File: config.mk
export PLATFORM = sky130hd
export DESIGN_NAME = vector_sequencer
export DESIGN_NICKNAME = d
export VERILOG_FILES = /design/src/rtl/vector_sequencer.sv
export SDC_FILE = /design/constraint.sdc
export NUM_CORES = 1
export LEC_CHECK = 0
export BUFFER_PORTS_ARGS = -buffer_cell sky130_fd_sc_hd__buf_2
export CAP_MARGIN = 40
export CORE_MARGIN = 8
export CORE_UTILIZATION = 35
export DETAILED_ROUTE_END_ITERATION = 6
export PLACE_DENSITY_LB_ADDON = 0.1
export SKIP_LAST_GASP = 1
export SLEW_MARGIN = 20
export SYNTH_ARGS = -nofsm -noshare
export SYNTH_HDL_FRONTEND = slang
export SYNTH_SLANG_ARGS = --single-unit
export TNS_END_PERCENT = 10
File: constraint.sdc
create_clock -name clk -period 3 [get_ports clk]
set_input_delay 0.15 -clock clk [delete_from_list [all_inputs] [get_ports clk]]
set_output_delay 0.15 -clock clk [all_outputs]
set_load 0.1 [all_outputs]
File: src/rtl/vector_sequencer.sv
// Multi-cycle vector instruction sequencer: stalls fetch/decode and walks N_ELEM lane elements.
// Optional memory-wait abort is enabled by defining VSEQ_TIMEOUT_EN.
module vector_sequencer #(
    parameter int N_ELEM  = 4,
    parameter int IDX_W   = 2,
    parameter int TIMEOUT = 16
) (
    input  logic             clk,
    input  logic             rst_n,
    input  logic             start,
    input  logic [4:0]       op,
    input  logic             mem_ready,
    output logic             mem_req,
    output logic             mem_we,
    output logic [IDX_W-1:0] elem_idx,
    output logic             elem_valid,
    output logic             stall,
    output logic             busy,
    output logic             done,
    output logic             err
);

    typedef enum logic [1:0] {
        IDLE = 2'd0,
        ALU  = 2'd1,
        MEM  = 2'd2,
        DONE = 2'd3
    } state_e;

    localparam logic [4:0]       OP_VLD   = 5'b10100;
    localparam logic [4:0]       OP_VST   = 5'b10101;
    localparam logic [IDX_W-1:0] LAST_IDX = IDX_W'(N_ELEM - 1);

    state_e           state_q;
    logic [IDX_W-1:0] idx_q;
    logic [4:0]       op_q;
    logic             isMemOp;

    assign isMemOp = (op == OP_VLD) || (op == OP_VST);

`ifdef VSEQ_TIMEOUT_EN
    localparam int CNT_W = $clog2(TIMEOUT + 1);
    logic [CNT_W-1:0] waitCnt_q;
    logic             errFlag_q;
`endif

    // Outputs decode from registered state, so an async reset drops them at once.
    always_ff @(posedge clk or negedge rst_n) begin
        if (!rst_n) begin
            state_q   <= IDLE;
            idx_q     <= '0;
            op_q      <= '0;
`ifdef VSEQ_TIMEOUT_EN
            waitCnt_q <= '0;
            errFlag_q <= 1'b0;
`endif
        end else begin
            case (state_q)
                IDLE: begin
                    if (start) begin
                        op_q    <= op;
                        idx_q   <= '0;
                        state_q <= isMemOp ? MEM : ALU;
                    end
`ifdef VSEQ_TIMEOUT_EN
                    waitCnt_q <= '0;
                    errFlag_q <= 1'b0;
`endif
                end
                ALU: begin
                    if (idx_q == LAST_IDX) begin
                        state_q <= DONE;
                    end else begin
                        idx_q <= idx_q + 1'b1;
                    end
                end
                MEM: begin
                    if (mem_ready) begin
`ifdef VSEQ_TIMEOUT_EN
                        waitCnt_q <= '0;
`endif
                        if (idx_q == LAST_IDX) begin
                            state_q <= DONE;
                        end else begin
                            idx_q <= idx_q + 1'b1;
                        end
                    end
`ifdef VSEQ_TIMEOUT_EN
                    // The abort cycle itself counts as the last of TIMEOUT not-ready cycles.
                    else if (waitCnt_q == CNT_W'(TIMEOUT - 1)) begin
                        waitCnt_q <= '0;
                        errFlag_q <= 1'b1;
                        state_q   <= DONE;
                    end else begin
                        waitCnt_q <= waitCnt_q + 1'b1;
                    end
`endif
                end
                DONE: begin
                    idx_q   <= '0;
                    state_q <= IDLE;
`ifdef VSEQ_TIMEOUT_EN
                    waitCnt_q <= '0;
                    errFlag_q <= 1'b0;
`endif
                end
                default: state_q <= IDLE;
            endcase
        end
    end

    assign busy       = (state_q != IDLE);
    assign stall      = busy | start;
    assign mem_req    = (state_q == MEM);
    assign mem_we     = mem_req & (op_q == OP_VST);
    assign elem_idx   = idx_q;
    assign elem_valid = (state_q == ALU) | ((state_q == MEM) & mem_ready);
    assign done       = (state_q == DONE);

`ifdef VSEQ_TIMEOUT_EN
    assign err = (state_q == DONE) & errFlag_q;
`else
    assign err = 1'b0;
`endif

endmodule

==> results <==
- The run finished with clean final reports.
- The number of antenna diodes in the final layout is 0.
- The critical path is of the reg2out type.
- The final-report hold violation count was 0.
- The number of iterations in the first detailed-routing pass is 4.
- The nature of the critical path endpoint is an output port.
- The DRC violation total after the first TritonRoute iteration is 4.
- The die area is 3030 um2.
- The detail-routed via count per cell is 4.90.
- The total wire length is 1230 um.
- The clock slew at the register clock pins of the worst setup and hold paths is 70 ps.
- The initial antenna violation count is 0.
- The average routed wire per standard cell is 14.2 um.
- The critical path goes through inv_1 > ha_1 > nand4b_1 > nor3b_2 > buf_2.
- The number of H-tree levels is 1.
- In the global route stage, overall resource usage came out at 0.0923.
- After clock tree synthesis, the repair step resized 0 gates.
- Entering global routing, the biggest net connects 10 pins.
- The total negative slack is 0 ps.
- Counting flops and latches in the post-synthesis netlist gives 9.
- The final critical delay including setup and external delays is 1880 ps.
- The min-delay analysis places its worst path in the category in2reg.
- The mean area per synthesized cell is 10.5 um2.
- The simple logic cell fraction of the synthesized area is 0.195.
- STA classifies the critical path startpoint as a register.
- Measured along the x axis, the die boundary spans 55.0 um.
- The slowest cell on the critical path is buf_2.
- Routability-driven placement finished with a final weighted congestion of 0.721.
- Of the total synthesized cell area, the portion taken by full adders, half adders and majority gates is 0.117.
- Clock tree synthesis found a total of 9 sinks.
- Of the total synthesized cell area, the portion taken by XOR and XNOR cells is 0.
- The number of nets produced by synthesis is 65.
- Of the post-synthesis cell area, the dominant cell type holds 0.423.
- The Yosys step of the flow raised 0 warnings.
- After the flow finishes, the layout carries non-filler instances totaling 87.
- The mapped netlist covers 533 um2.
- The first-pass GRT wire length is 1910 um.
- TritonCTS built the clock tree.
- On the final layout, the worst clock skew is 1.19 ps.
- dfrtp_1 is the most common cell in the netlist.
- The filler cells instantiated in the layout total 149.
- For this run, the share of the core covered by cells in the final layout is 0.454.
- For this run, the slowest stage of the critical path takes 440 ps.
- The number of global-route vias before repair is 416.
- For this design the top-level I/O count stands at 18.
- The synthesized design spends more area on one cell type than any other, namely dfrtp_1.
- The most used flip-flop cell after synthesis is dfrtp_1.
- The synthesized netlist contains 22 unique library cells.
- The number of input and output port buffers inserted is 16.
- The DRC violation count after routing is 0.
- The synthesized-area fraction occupied by ao, oa, aoi and oai cells is 0.110.
- The fraction of final layout cells sized beyond drive strength 1 is 0.408.
- The cell count after placement is 82.
- The maximum fanout along the worst path is 4.
- The core area is 1470 um2.
- Clock tree synthesis selected as its root buffer the cell clkbuf_4.
- In the synthesized netlist, the cells that appear most often are dfrtp_1, ha_1, mux2_2, nand2_1, inv_1.
- Clock latency on the worst-skew pair, taken at its later pin, is 270 ps.
- After clock tree synthesis, the setup repair step added 0 buffers.
- The remaining number of nets flagged by the antenna check after routing is 0.
- The die extent in y is 55.0 um.
- The number of max-cap violations is 0.
- The number of clock buffers inserted by TritonCTS is 3.
- After synthesis, the share of cell area in mux cells is 0.106.
- Setup repair after global routing left no endpoint under its margin.
- For this run, the post-layout net count is 86.
- The share of synthesized area occupied by flip-flops and latches is 0.423.
- The number of instances in the synthesized netlist is 51.
- The starting density of the core is 0.362.
- The number of core rows is 14.
- Relative to the synthesized area, the layout overhead comes to 25.4%.
- The placed wire-length estimate after detailed placement is 912 um.
- Of all flip-flops after synthesis, the portion carrying an async set or reset was 1.00.
- Setup violations remaining at the end of the flow were counted as 0.
- The largest family of logic cells by synthesized area is simple AND/OR/NAND/NOR gates.
- The top achievable clock speed is 531 MHz.
- The number of pins exceeding their max-slew limit in the final report is 0.
- In this run the deepest clock path goes through 2 buffers.
- Of the available clock period, the critical path in the final layout requires 0.628.
- The detailed router placed 426 vias in this run.
- For this run the aggregate overflow at the end of global routing stands at 0.
- Yosys mapped a number of flops with a built-in enable equal to 0.
- For the worst setup path, the data arrival time is 1730 ps.
- In the post-synthesis netlist, the biggest area contributors are dfrtp_1, ha_1, mux2_2.
- At the worst endpoint, the required time is 2850 ps.
## cells in the final DEF (no fill, tap or decap), drive strengths merged
master       Yosys  layout
clkbuf           0       3
nand2b           1       1
a21boi           1       1
ha               5       5
nand4            2       2
or4b             1       1
conb             1       1
a21o             1       1
nand3            3       3
a31oi            1       1
nand2            5       5
nor3b            1       1
o21a             2       2
nor2b            1       1
mux2             5       5
clkinv           0       1
o21ai            2       2
a31o             1       1
dlygate4sd3      0       1
inv              4       4
dfrtp            9       9
nor2             2       2
buf              1      16
nand4b           2       2
## stage by stage
step	area (um2)	hold WS, ps	worst slack [ps]
floorplan	538	-146	82.7
global route	668	89.7	1010
finish	668	107	1120
global placement	631	17.0	1420
detailed placement	631	20.8	1400
CTS	668	95.0	1090
## routing by layer
layer / up-vias / global-route usage / routed length [um] / part of all wire
met5: - / 0 / 0 / 0
met4: 0 / 0.0480 / 24 / 0.019
met3: 5 / 0.0508 / 129 / 0.10
met2: 13 / 0.134 / 525 / 0.43
met1: 188 / 0.107 / 552 / 0.45
li1: 220 / - / - / -
## kinds of logic (layout without fill, tap and decap cells)
group | after synthesis | count (layout)
AOI/OAI and AO/OA | 8 | 8
and+or+nand+nor | 18 | 18
other | 1 | 1
muxes | 5 | 5
adders and majority gates | 5 | 5
buffers and inverters | 5 | 25
DFF | 9 | 9
## critical path: cells and delay by family, from the launching register on
kind                       cells  cell delay, ps
DFF                            1             410
adders and majority gates      1             210
and+or+nand+nor                2             300
buffers and inverters          2             530
## layout make-up
| type | count | area [um2] | area share |
|---|---|---|---|
| clock inverter | 1 | 5.00 | 0.00749 |
| sequential | 9 | 225 | 0.337 |
| multi-input combinational | 37 | 290 | 0.434 |
| timing repair buffer | 17 | 90.1 | 0.135 |
| inverter | 4 | 15.0 | 0.0225 |
| tap | 16 | 20.0 | 0.0300 |
| clock buffer | 3 | 22.5 | 0.0337 |
## timing repair
item | CTS | global route
endpoints found under the setup margin | 0 | 0
endpoints found under the hold margin | 9 | 0
hold buffers | 1 | 0
## path summary, 6_finish.rpt
kind	start	end	slack [ps]	depth (start not counted)
setup / recovery	state_q[0]$_DFFE_PN0P_	mem_we	1120	5
hold / removal	op[0]	op_q[0]$_DFFE_PN0P_	110	2
setup reg to reg	state_q[0]$_DFFE_PN0P_	elem_idx[0]$_DFFE_PN0P_	1380	6
hold reg to reg	op_q[0]$_DFFE_PN0P_	op_q[0]$_DFFE_PN0P_	510	1
max in group asynchronous	rst_n	op_q[1]$_DFFE_PN0P_	2530	2
min in group asynchronous	rst_n	op_q[0]$_DFFE_PN0P_	290	2
## sequential cells by signal (all words and copies together) (netlist names)
register	cells
elem_idx	2
op_q	5
state_q	2
Power is left out: the tool's default activity adds up to more than one toggle a clock period on the data nets, which glitch-free logic cannot reach.
